`src/rtl/sifive_mstatus_pkg.sv`:
```
// Shared constants, FSM/arbiter enums and the MPP WARL helper for the mstatus controller.
// Optional FS/SD support is enabled with SIFIVE_MSTATUS_FS_EN; see sifive_mstatus_ctrl.
package sifive_mstatus_pkg;

  localparam int MIE    = 3;
  localparam int MPIE   = 7;
  localparam int MPP_LO = 11;
  localparam int FS_LO  = 13;
  localparam int MPRV   = 17;
  localparam int TW     = 21;
  localparam int SD     = 31;

  localparam logic [1:0] PRV_U = 2'b00;
  localparam logic [1:0] PRV_M = 2'b11;

  typedef enum logic {S_IDLE, S_COMMIT} state_t;

  typedef enum logic [1:0] {W_TRAP, W_MRET, W_CSR} winner_t;

  // Only U and M exist on this core, so only those encodings stick in MPP.
  function automatic logic mpp_legal(input logic [1:0] v);
    return (v == PRV_U) || (v == PRV_M);
  endfunction

endpackage

```
`src/rtl/sifive_mstatus_wfi_timer.sv`:
```
// WFI timeout: counts stalled U-mode WFI cycles while TW=1 and pulses wfi_illegal at WFI_TIMEOUT.
// Pulse is combinational in the matching cycle; no backpressure, the counter simply restarts.
module sifive_mstatus_wfi_timer
  import sifive_mstatus_pkg::*;
#(
  parameter int WFI_TIMEOUT = 16,
  parameter int CNT_W       = 8
) (
  input  logic       clock,
  input  logic       reset,
  input  logic       wfi_req,
  input  logic       tw,
  input  logic [1:0] prv,
  output logic       wfi_illegal
);

  localparam logic [CNT_W-1:0] TMO = CNT_W'(WFI_TIMEOUT);

  logic [CNT_W-1:0] cnt_q;
  logic             active;
  logic             hit;

  assign active      = wfi_req & tw & (prv != PRV_M);
  assign hit         = active & (cnt_q == TMO);
  assign wfi_illegal = hit & ~reset;

  always_ff @(posedge clock) begin
    if (reset || !active || hit) cnt_q <= '0;
    else                         cnt_q <= cnt_q + CNT_W'(1);
  end

endmodule

```
`src/rtl/sifive_mstatus_ctrl.sv`:
```
// mstatus owner: trap/MRET/CSR-write arbiter (trap > mret > csr) feeding an IDLE/COMMIT FSM.
// Grant one cycle after request, fields update the cycle after; losers stay pending. FS via SIFIVE_MSTATUS_FS_EN.
module sifive_mstatus_ctrl
  import sifive_mstatus_pkg::*;
#(
  parameter int HAS_UMODE   = 1,
  parameter int WFI_TIMEOUT = 16,
  parameter int CNT_W       = 8
) (
  input  logic        clock,
  input  logic        reset,
  input  logic [1:0]  prv,
  input  logic        trap_req,
  output logic        trap_gnt,
  input  logic        mret_req,
  output logic        mret_gnt,
  output logic [1:0]  mret_prv,
  input  logic        csr_wr_req,
  input  logic [31:0] csr_wr_data,
  output logic        csr_wr_gnt,
  input  logic        fp_dirty,
  input  logic        wfi_req,
  output logic        wfi_illegal,
  output logic [31:0] mstatus_rdata,
  output logic        mie,
  output logic        mpie,
  output logic        mprv,
  output logic        tw,
  output logic        sd,
  output logic [1:0]  mpp,
  output logic [1:0]  fs
);

  localparam bit UMODE = (HAS_UMODE != 0);

  state_t     state_q, state_d;
  winner_t    winner_q, winner_d;
  logic       mie_q, mpie_q, mprv_q, tw_q;
  logic [1:0] mpp_q;
  logic       in_commit;
  logic [1:0] wr_mpp;
  logic       unused_bits;

  always_comb begin
    state_d  = state_q;
    winner_d = winner_q;
    case (state_q)
      S_IDLE: begin
        if (trap_req) begin
          winner_d = W_TRAP;
          state_d  = S_COMMIT;
        end else if (mret_req) begin
          winner_d = W_MRET;
          state_d  = S_COMMIT;
        end else if (csr_wr_req) begin
          winner_d = W_CSR;
          state_d  = S_COMMIT;
        end
      end
      S_COMMIT: state_d = S_IDLE;
      default:  state_d = S_IDLE;
    endcase
  end

  always_ff @(posedge clock) begin
    if (reset) begin
      state_q  <= S_IDLE;
      winner_q <= W_TRAP;
    end else begin
      state_q  <= state_d;
      winner_q <= winner_d;
    end
  end

  // Reset during COMMIT suppresses the grant so the requester never sees a dropped update.
  assign in_commit  = (state_q == S_COMMIT) & ~reset;
  assign trap_gnt   = in_commit & (winner_q == W_TRAP);
  assign mret_gnt   = in_commit & (winner_q == W_MRET);
  assign csr_wr_gnt = in_commit & (winner_q == W_CSR);
  assign mret_prv   = mpp_q;

  assign wr_mpp = !UMODE                                   ? PRV_M :
                  mpp_legal(csr_wr_data[MPP_LO +: 2])      ? csr_wr_data[MPP_LO +: 2] :
                                                             mpp_q;

  always_ff @(posedge clock) begin
    if (reset) begin
      mie_q  <= 1'b0;
      mpie_q <= 1'b0;
      mpp_q  <= PRV_M;
      mprv_q <= 1'b0;
      tw_q   <= 1'b0;
    end else if (trap_gnt) begin
      mpie_q <= mie_q;
      mie_q  <= 1'b0;
      mpp_q  <= UMODE ? prv : PRV_M;
    end else if (mret_gnt) begin
      mie_q  <= mpie_q;
      mpie_q <= 1'b1;
      mpp_q  <= UMODE ? PRV_U : PRV_M;
      if (mpp_q != PRV_M) mprv_q <= 1'b0;
    end else if (csr_wr_gnt) begin
      mie_q  <= csr_wr_data[MIE];
      mpie_q <= csr_wr_data[MPIE];
      mpp_q  <= wr_mpp;
      mprv_q <= UMODE & csr_wr_data[MPRV];
      tw_q   <= UMODE & csr_wr_data[TW];
    end
  end

`ifdef SIFIVE_MSTATUS_FS_EN
  logic [1:0] fs_q;

  // An FP write racing a CSR write must leave FS dirty.
  always_ff @(posedge clock) begin
    if (reset)           fs_q <= 2'b00;
    else if (fp_dirty)   fs_q <= 2'b11;
    else if (csr_wr_gnt) fs_q <= csr_wr_data[FS_LO +: 2];
  end

  assign fs = fs_q;
  assign sd = (fs_q == 2'b11);
`else
  assign fs = 2'b00;
  assign sd = 1'b0;
`endif

  assign unused_bits = ^{fp_dirty, csr_wr_data};

  assign mie  = mie_q;
  assign mpie = mpie_q;
  assign mpp  = mpp_q;
  assign mprv = mprv_q;
  assign tw   = tw_q;

  always_comb begin
    mstatus_rdata                = '0;
    mstatus_rdata[MIE]           = mie_q;
    mstatus_rdata[MPIE]          = mpie_q;
    mstatus_rdata[MPP_LO +: 2]   = mpp_q;
    mstatus_rdata[FS_LO +: 2]    = fs;
    mstatus_rdata[MPRV]          = mprv_q;
    mstatus_rdata[TW]            = tw_q;
    mstatus_rdata[SD]            = sd;
  end

  sifive_mstatus_wfi_timer #(
    .WFI_TIMEOUT(WFI_TIMEOUT),
    .CNT_W      (CNT_W)
  ) u_wfi_timer (
    .clock      (clock),
    .reset      (reset),
    .wfi_req    (wfi_req),
    .tw         (tw_q),
    .prv        (prv),
    .wfi_illegal(wfi_illegal)
  );

endmodule

```
`config.mk`:
```
export PLATFORM = sky130hd
export DESIGN_NAME = sifive_mstatus_ctrl
export DESIGN_NICKNAME = d
export VERILOG_FILES = /design/src/rtl/sifive_mstatus_pkg.sv /design/src/rtl/sifive_mstatus_wfi_timer.sv /design/src/rtl/sifive_mstatus_ctrl.sv
export SDC_FILE = /design/constraint.sdc
export NUM_CORES = 1
export LEC_CHECK = 0
export BUFFER_PORTS_ARGS = -buffer_cell sky130_fd_sc_hd__buf_2
export CAP_MARGIN = 25
export CORE_ASPECT_RATIO = 2
export CORE_MARGIN = 3
export CORE_UTILIZATION = 43
export CTS_CLUSTER_DIAMETER = 150
export CTS_CLUSTER_SIZE = 28
export DETAILED_ROUTE_END_ITERATION = 10
export GPL_ROUTABILITY_DRIVEN = 1
export PLACE_DENSITY_LB_ADDON = 0.05
export SETUP_SLACK_MARGIN = 0.2
export SYNTH_ARGS = -nofsm -noshare
export SYNTH_HDL_FRONTEND = slang
export SYNTH_HIERARCHICAL = 1
export SYNTH_SLANG_ARGS = --single-unit
```
`constraint.sdc`:
```
create_clock -name clock -period 2.8 [get_ports clock]
set_input_delay 0.28 -clock clock [delete_from_list [all_inputs] [get_ports clock]]
set_output_delay 0.28 -clock clock [all_outputs]
set_load 0.005 [all_outputs]
```
==> impl_metrics.tcl, run 1 <==
set metrics [dict create \
    grt_max_degree 14 \
    netSwitchingPower_mw 0.133 \
    place_congestion 0.746 \
    grt_pass1_vias 843 \
    overflow 0 \
    grt.total_usage_pct 14.4 \
    critPathKind "flip-flop to primary output" \
    start_util_pct 45.1 \
    p_int_mw 0.384 \
    cts_buffers 3 \
    power.leakage_nw 0.523 \
    synth-adder-area-share_pct 2.16 \
    synth_top_cells_by_count "buf_4 (40), dfxtp_1 (17), nor2_1 (8)" \
    synth-compound-area-share_pct 12.5 \
    antenna_found_initial 0 \
    crit_path_max_fanout 9 \
    max-clock-path-buffers 2 \
    p_comb_share_pct 13.8 \
    clockPowerShare_pct 34.9 \
    min_path_cells 3 \
    synth_top_family_by_area "buffers and inverters" \
    io_buffers 31 \
    area_growth_pct 3.67 \
    required_ps 2520 \
    root_buffer "clkbuf_8" \
    clk-insertion-delay-late_ps 250 \
    synthSimpleGateAreaFrac_pct 22.6 \
    synth.area.mux_share_pct 1.73 \
    drc 0 \
    cts_sinks 17 \
    dp_hpwl_um 1890 \
    n_antenna_cell 0 \
    yosys-top-cells-area "dfxtp_1 (29%), buf_4 (26%), nor3_1 (2.6%), a211oi_1 (2.6%), nor2_1 (2.6%)" \
    fmax_mhz 539 \
    detailroute.via_count 880 \
    drive_above_1_share_pct 26.8 \
    cp-end-kind "primary output" \
    synth_top_area_share_pct 29.4 \
    switching_share_pct 25.7 \
    fin_nets 201 \
    slew_viol_final 0 \
    p_per_area_nw_per_um2 431 \
    finalSetupViolations 0 \
    die-area_um2 3390 \
    status "finished, final reports clean" \
    drt_pre_antenna_iters 4 \
    reg2reg_depth 4 \
    cts_resized 0 \
    synth_top_area_cell "dfxtp_1" \
    ir_drop_mv 0.275 \
    p_seq_share_pct 51.3 \
    start_kind "flip-flop" \
    yosysMostFrequentCell "buf_4" \
    ctsHtreeMaxLevel 1 \
    drt-initial-drc-count 9 \
    netlist_instances 134 \
    ys.flop_type "dfxtp_1" \
    dieHeight_um 79.4 \
    seq_area_frac_synth_pct 29.4 \
    syn_avg_cell_area_um2 8.65 \
    routed_wl_um 2280 \
    async_flop_share_pct 0 \
    cts_tree "yes" \
    rows 26 \
    rsz0062_at_grt "no" \
    synth-edff-count 0 \
    yosys_warnings 6 \
    synth_cell_type_count 36 \
    hold_viol_final 0 \
    clk_pin_slew_ps 70 \
    synth_xor_area_share_pct 3.02 \
    routed_via_density 4.76 \
    postCtsSetupBuffers 0 \
    grt_pass1_wl_um 3730 \
    cp_data_arrival_time_ps 1580 \
    io-pin-count 88 \
    timing.max_cap.violations 0 \
    synth_seq_cells 17 \
    fin_skew_ps 4.76 \
    final_util_pct 46.7 \
    dieWidth_um 42.7 \
    fin_setup_tns_ps 0 \
    routedWlPerCell_um 12.3 \
    period_share_pct 66.3 \
    core_area_um2 2570 \
    fin_crit_ps 1860 \
    final_antenna_net_count 0 \
    postCtsHoldBufs 0 \
    hold_path_class "primary input to flip-flop" \
    syn-cell-area_um2 1160 \
]
## path summary, 6_finish.rpt
kind	startpoint	slack, ps	endpoint
max	u_wfi_timer/cnt_q[0]	940	wfi_illegal
min	csr_wr_data[21]	270	tw
max reg2reg	u_wfi_timer/cnt_q[0]	1410	u_wfi_timer/cnt_q[6]
min reg2reg	u_wfi_timer/cnt_q[7]	520	u_wfi_timer/cnt_q[7]
## through the flow
step	setup WS [ps]	instance area [um^2]	std cells	power (mW)	hold WS (ps)
floorplan	1330	1260	162	0.350	424
global placement	1190	1160	181	0.340	499
detailed placement	1190	1160	181	0.341	518
CTS	901	1200	185	0.523	267
global route	795	1200	185	0.549	317
finish	943	1200	185	0.517	270
## worst max-delay path, cell delays in order, from the launching register on
cell	delay, ps
dfxtp_1	360
inv_1	80
ha_1	140
nand4bb_1	140
nor4_4	150
buf_4	200
nor2b_1	130
buf_2	130
## cell type report
class | instances | area, um^2
multi-input combinational | 98 | 596
fill | 270 | 1370
inverter | 6 | 22.5
tap | 28 | 35.0
timing repair buffer | 32 | 163
clock buffer | 4 | 45.0
sequential | 17 | 340
## layer usage
metal | global-route usage (%) | share of wire, % | vias to the layer above | routed length [um]
met4 | 6.54 | 0.79 | 0 | 18
met2 | 28.3 | 60 | 29 | 1370
met1 | 13.4 | 33 | 405 | 750
li1 | - | - | 444 | -
met5 | 0 | 0 | - | 0
met3 | 2.48 | 6.2 | 2 | 141
## sequential cells by signal, summed over array words and instances (netlist names)
register	cells
u_wfi_timer/cnt_q	8
mpp	2
mie	1
state_q	1
mpie	1
mprv	1
tw	1
winner_q	2
## cell usage in the layout, fill, tap and decap left out, types with 2 or more instances in the layout
cell and count:
nor2_1 8, nand2b_1 4, clkbuf_8 3, xor2_1 3
nor3_1 6, mux2i_1 2, buf_2 31, conb_1 29
ha_1 2, a21oi_1 2, inv_1 6, o21ai_0 4
nand2_1 3, a21boi_2 2, a211oi_1 4, nor3b_1 3
o32a_1 2, nand3_1 5, dfxtp_1 17, or3_1 3
## power by group through the flow
stage,logic [mW],clock network (mW),registers (mW)
floorplan,0.0851,0,0.265
global placement,0.0698,0,0.270
detailed placement,0.0705,0,0.271
CTS,0.0708,0.187,0.265
global route,0.0814,0.201,0.267
finish,0.0714,0.181,0.265
## cell families after synthesis
group	after synthesis
flops	17
fa+ha+maj	2
simple gates	42
buf+inv	47
xor+xnor	4
other cells	1
compound gates	19
mux	2
No activity file was read; power rests on OpenSTA's default activity.
==> run 2: changes to the inputs <==
- CORE_UTILIZATION: 43 -> 36
- clock period: 2.8 -> 1.7 ns (I/O delays scaled with it)
==> run 2 against run 1 <==
  * Design area up 1.7%
  * Worst hold slack worse by 110 ps
  * Combinational power up 74%
  * Final cell count up 2.2%
  * Via count up 0.57%
  * Critical endpoint unchanged
  * Largest power group unchanged
==> impl_metrics.tcl, run 2 (synthesis results as in run 1) <==
set metrics [dict create \
    grt.total_usage_pct 13.3 \
    drt_pre_antenna_iters 4 \
    setup_ws_ps 123 \
    required_ps 1530 \
    hold_path_class "primary input to flip-flop" \
    power.leakage_nw 0.533 \
    min_to "tw" \
    n_antenna_cell 0 \
    largest_reg_flops 8 \
    holdWs_ps 157 \
    period_share_pct 92.8 \
    detailroute.via_count 885 \
    dieHeight_um 86.2 \
    max-clock-path-buffers 2 \
    postCtsHoldBufs 0 \
    clk_pin_slew_ps 60 \
    p_per_area_nw_per_um2 703 \
    grt_pass1_wl_um 3930 \
    min_path_cells 3 \
    antenna_found_initial 0 \
    drive_above_1_share_pct 28.9 \
    cts_tree "yes" \
    r2r-start "u_wfi_timer/cnt_q[2]" \
    cp_data_arrival_time_ps 1410 \
    cts_sinks 17 \
    ctsHtreeMaxLevel 1 \
    fin_skew_ps 2.26 \
    io-pin-count 88 \
    routed_via_density 4.68 \
    timing.max_cap.violations 0 \
    routedWlPerCell_um 13.3 \
    dp_hpwl_um 2070 \
    fin_crit_ps 1580 \
    cp-end-kind "primary output" \
    hold_viol_final 0 \
    postCtsSetupBuffers 0 \
    reg2reg_depth 3 \
    slew_viol_final 0 \
    io_buffers 31 \
    finalSetupViolations 0 \
    fmax_mhz 634 \
    status "finished, final reports clean" \
    final_cell_mix "buf_2 (31), conb_1 (29), dfxtp_1 (15)" \
    rr_endpoint "u_wfi_timer/cnt_q[7]" \
    grt_max_degree 12 \
    critPathKind "flip-flop to primary output" \
    total_power_mw 0.859 \
    drc 0 \
    area_growth_pct 5.40 \
    cts_buffers 3 \
    hp-start "csr_wr_data[21]" \
    grt_pass1_vias 841 \
    root_buffer "clkbuf_8" \
    rows 28 \
    final_common_cell "buf_2" \
    ff2ff_setup_slack_ps 370 \
    final_antenna_net_count 0 \
    dieWidth_um 46.1 \
    ir_drop_mv 0.448 \
    fin_setup_tns_ps 0 \
    overflow 0 \
    crit_path_max_fanout 6 \
    start_kind "flip-flop" \
    fin_nets 203 \
    clk-insertion-delay-late_ps 250 \
    regMostFlops "u_wfi_timer/cnt_q" \
    core_area_um2 3010 \
    place_congestion 0.803 \
    die-area_um2 3980 \
    routed_wl_um 2520 \
    dp_slack_ps 306 \
    start_util_pct 38.5 \
    rsz0062_at_grt "yes" \
    drt-initial-drc-count 16 \
]
==> run 2: changes by cell type in the layout (fill, tap and decap cells not counted), sizes merged <==
cell and delta:
buf +2
==> run 2: worst max-delay path by stage <==
stage	start	end	slack, ps	cells past startpoint
CTS	u_wfi_timer/cnt_q[0]	wfi_illegal	90	6
global route	u_wfi_timer/cnt_q[0]	wfi_illegal	30	6
detailed placement	u_wfi_timer/cnt_q[0]	u_wfi_timer/cnt_q[6]	310	4
global placement	u_wfi_timer/cnt_q[0]	u_wfi_timer/cnt_q[6]	310	4
finish	u_wfi_timer/cnt_q[0]	wfi_illegal	120	6
floorplan	u_wfi_timer/cnt_q[0]	wfi_illegal	340	5
==> run 2: what timing repair did <==
action | in CTS | in global routing
setup endpoints to repair | 1 | 1
pin swaps | 0 | 0
hold endpoints to repair | 0 | 0
gates resized for setup | 2 | 0
==> run 2: metrics by stage <==
stage	cells	utilization, %	instance area [um^2]
floorplan	162	-	1260
global placement	185	39.0	1170
detailed placement	185	39.0	1170
CTS	189	40.5	1220
global route	189	40.5	1220
finish	189	40.5	1220
==> run 2: report_power, final <==
group          switching [mW]  total [mW]  internal (mW)
Combinational          0.0685       0.124         0.0557
Clock                   0.136       0.302          0.166
Sequential             0.0198       0.433          0.413
==> run 2: per-layer routing <==
layer | part of all wire, % | GRT usage, % | vias up
met3 | 3.6 | 2.08 | 2
met5 | 0 | 0 | -
li1 | - | - | 446
met4 | 0.91 | 6.22 | 0
met1 | 36 | 13.5 | 412
met2 | 59 | 24.2 | 25
==> run 2: cell type report <==
cell class	count	area, um^2
inverter	6	22.5
timing repair buffer	34	178
multi-input combinational	98	596
sequential	17	343
clock buffer	4	45.0
tap	30	37.5
fill	345	1790
==> run 2: worst max-delay path: stages, from the launching register on <==
cell and delay, ps:
dfxtp_2 350, inv_1 60, ha_1 150, nand4bb_1 150, nor4_4 170, nor2b_1 150
buf_2 120
==> run 3: changes to the inputs <==
- CORE_UTILIZATION: 36 -> 35
==> run 3 against run 2 <==
  * First-iteration DRC count fell by 44%
  * Sequential share of layout area fell by 0.23 points
  * Routed wire length shrank 7.3%
  * Sequential power is essentially flat
  * Setup slack got worse by 9.4 ps
  * Clock skew increased by 3.0 ps
  * Final cell count increased by 1.1%
  * Sequential cell count is the same
  * Utilization decreased by 1.5 points
  * Largest cell class unchanged
  * Highest routed layer unchanged
==> impl_metrics.tcl, run 3 (synthesis results as in run 1) <==
set metrics [dict create \
    status "finished, final reports clean" \
    start_kind "flip-flop" \
    n_antenna_cell 0 \
    drive_above_1_share_pct 30.0 \
    final_cell_mix "buf_2 (31), conb_1 (29), dfxtp_1 (15)" \
    largest_reg_flops 8 \
    p_seq_share_pct 50.6 \
    cts_sinks 17 \
    ctsHtreeMaxLevel 1 \
    fin_skew_ps 5.28 \
    ir_drop_mv 0.342 \
    detailroute.via_count 882 \
    crit_slowest_cell "dfxtp_2" \
    drc 0 \
    hp-start "csr_wr_data[21]" \
    rsz0062_at_grt "yes" \
    drt_pre_antenna_iters 5 \
    clk-insertion-delay-late_ps 250 \
    postCtsSetupBuffers 0 \
    final_antenna_net_count 0 \
    dp_slack_ps 309 \
    cts_tree "yes" \
    setup_ws_ps 114 \
    start_util_pct 36.7 \
    timing.max_cap.violations 0 \
    critPathKind "flip-flop to primary output" \
    final_area_um2 1230 \
    core_area_um2 3160 \
    crit_family "simple AND/OR/NAND/NOR gates" \
    crit_path_max_fanout 6 \
    place_congestion 0.763 \
    die-area_um2 4080 \
    cpPeakStageDelay_ps 350 \
    area_growth_pct 6.26 \
    routed_wl_um 2340 \
    dp_hpwl_um 1940 \
    p_int_mw 0.632 \
    r2r-start "u_wfi_timer/cnt_q[0]" \
    grt_pass1_vias 868 \
    final_common_cell "buf_2" \
    grt_pass1_wl_um 3930 \
    overflow 0 \
    fin_nets 204 \
    clockPowerShare_pct 34.8 \
    power.leakage_nw 0.541 \
    crit_path_cell_trace "inv_1 > ha_1 > nand4bb_1 > nor4_4 > nor2b_1 > buf_2" \
    rows 29 \
    grt_max_degree 12 \
    hold_viol_final 0 \
    cts_buffers 3 \
    fin_crit_ps 1590 \
    clk_pin_slew_ps 70 \
    io-pin-count 88 \
    p_per_area_nw_per_um2 693 \
    dieHeight_um 87.4 \
    total_power_mw 0.854 \
    period_share_pct 93.3 \
    placed_area_um2 1180 \
    grt.total_usage_pct 13.0 \
    required_ps 1530 \
    fmax_mhz 630 \
    slew_viol_final 0 \
    io_buffers 31 \
    max-clock-path-buffers 2 \
    startpoint "u_wfi_timer/cnt_q[0]" \
    root_buffer "clkbuf_8" \
    postCtsHoldBufs 0 \
    finalSetupViolations 0 \
    p_comb_share_pct 14.6 \
    holdWs_ps 156 \
    cp-end-kind "primary output" \
    netSwitchingPower_mw 0.221 \
    switching_share_pct 25.9 \
    regMostFlops "u_wfi_timer/cnt_q" \
    final_util_pct 39.0 \
    cp_data_arrival_time_ps 1420 \
    antenna_found_initial 0 \
    routedWlPerCell_um 12.2 \
    drt-initial-drc-count 9 \
    dieWidth_um 46.7 \
    crit_buf_inv 2 \
    routed_via_density 4.62 \
    hold_path_class "primary input to flip-flop" \
]
run 3: cell types whose count changed in the layout (fill, tap and decap cells not counted), sizes merged:
cell,change
buf,+1
clkbuf,-1
clkinv,+1
run 3: cell type report:
type / count / area (um^2)
Multi-Input combinational cell: 98 / 596
Fill cell: 345 / 1930
Clock inverter: 1 / 5.00
Timing Repair Buffer: 35 / 185
Sequential cell: 17 / 343
Inverter: 6 / 22.5
Tap cell: 31 / 38.8
Clock buffer: 3 / 41.3
run 3: path summary, 6_finish.rpt:
path | to | slack [ps] | cells after the start
setup / recovery | wfi_illegal | 110 | 6
hold / removal | tw | 160 | 3
setup reg to reg | u_wfi_timer/cnt_q[6] | 380 | 4
hold reg to reg | u_wfi_timer/cnt_q[0] | 480 | 1
run 3: routing by layer:
metal / track usage (%) / up-vias / share of wire [%]
met5: 0 / - / 0
met4: 6.80 / 0 / 1.8
met3: 2.90 / 4 / 4.4
met2: 24.5 / 25 / 61
met1: 11.8 / 409 / 33
li1: - / 444 / -
run 3: per-stage QoR:
| stage | instances | TNS [ps] |
|---|---|---|
| after floorplan | 162 | 0 |
| after global placement | 187 | 0 |
| after detailed placement | 187 | 0 |
| after CTS | 191 | 0 |
| after global routing | 191 | -4.49 |
| final | 191 | 0 |
run 3: power by group through the flow:
| stage | registers, mW | logic (mW) | clock network (mW) |
|---|---|---|---|
| 2_1_floorplan | 0.436 | 0.140 | 0 |
| 3_3_place_gp | 0.441 | 0.125 | 0 |
| 3_5_place_dp | 0.442 | 0.124 | 0 |
| 4_1_cts | 0.433 | 0.124 | 0.313 |
| 5_1_grt | 0.435 | 0.142 | 0.326 |
| 6_report | 0.432 | 0.125 | 0.297 |
run 3: timing repair:
action / in CTS / in global routing
resized for setup: 0 / 2
setup endpoints to repair: 1 / 1
gates cloned: 0 / 0
pin swaps: 0 / 0
run 3: worst min-delay path: cells and delay by family:
family,cells,cell delay (ps)
AND/OR/NAND/NOR,1,70
buffers and inverters,1,80
multiplexers,1,50
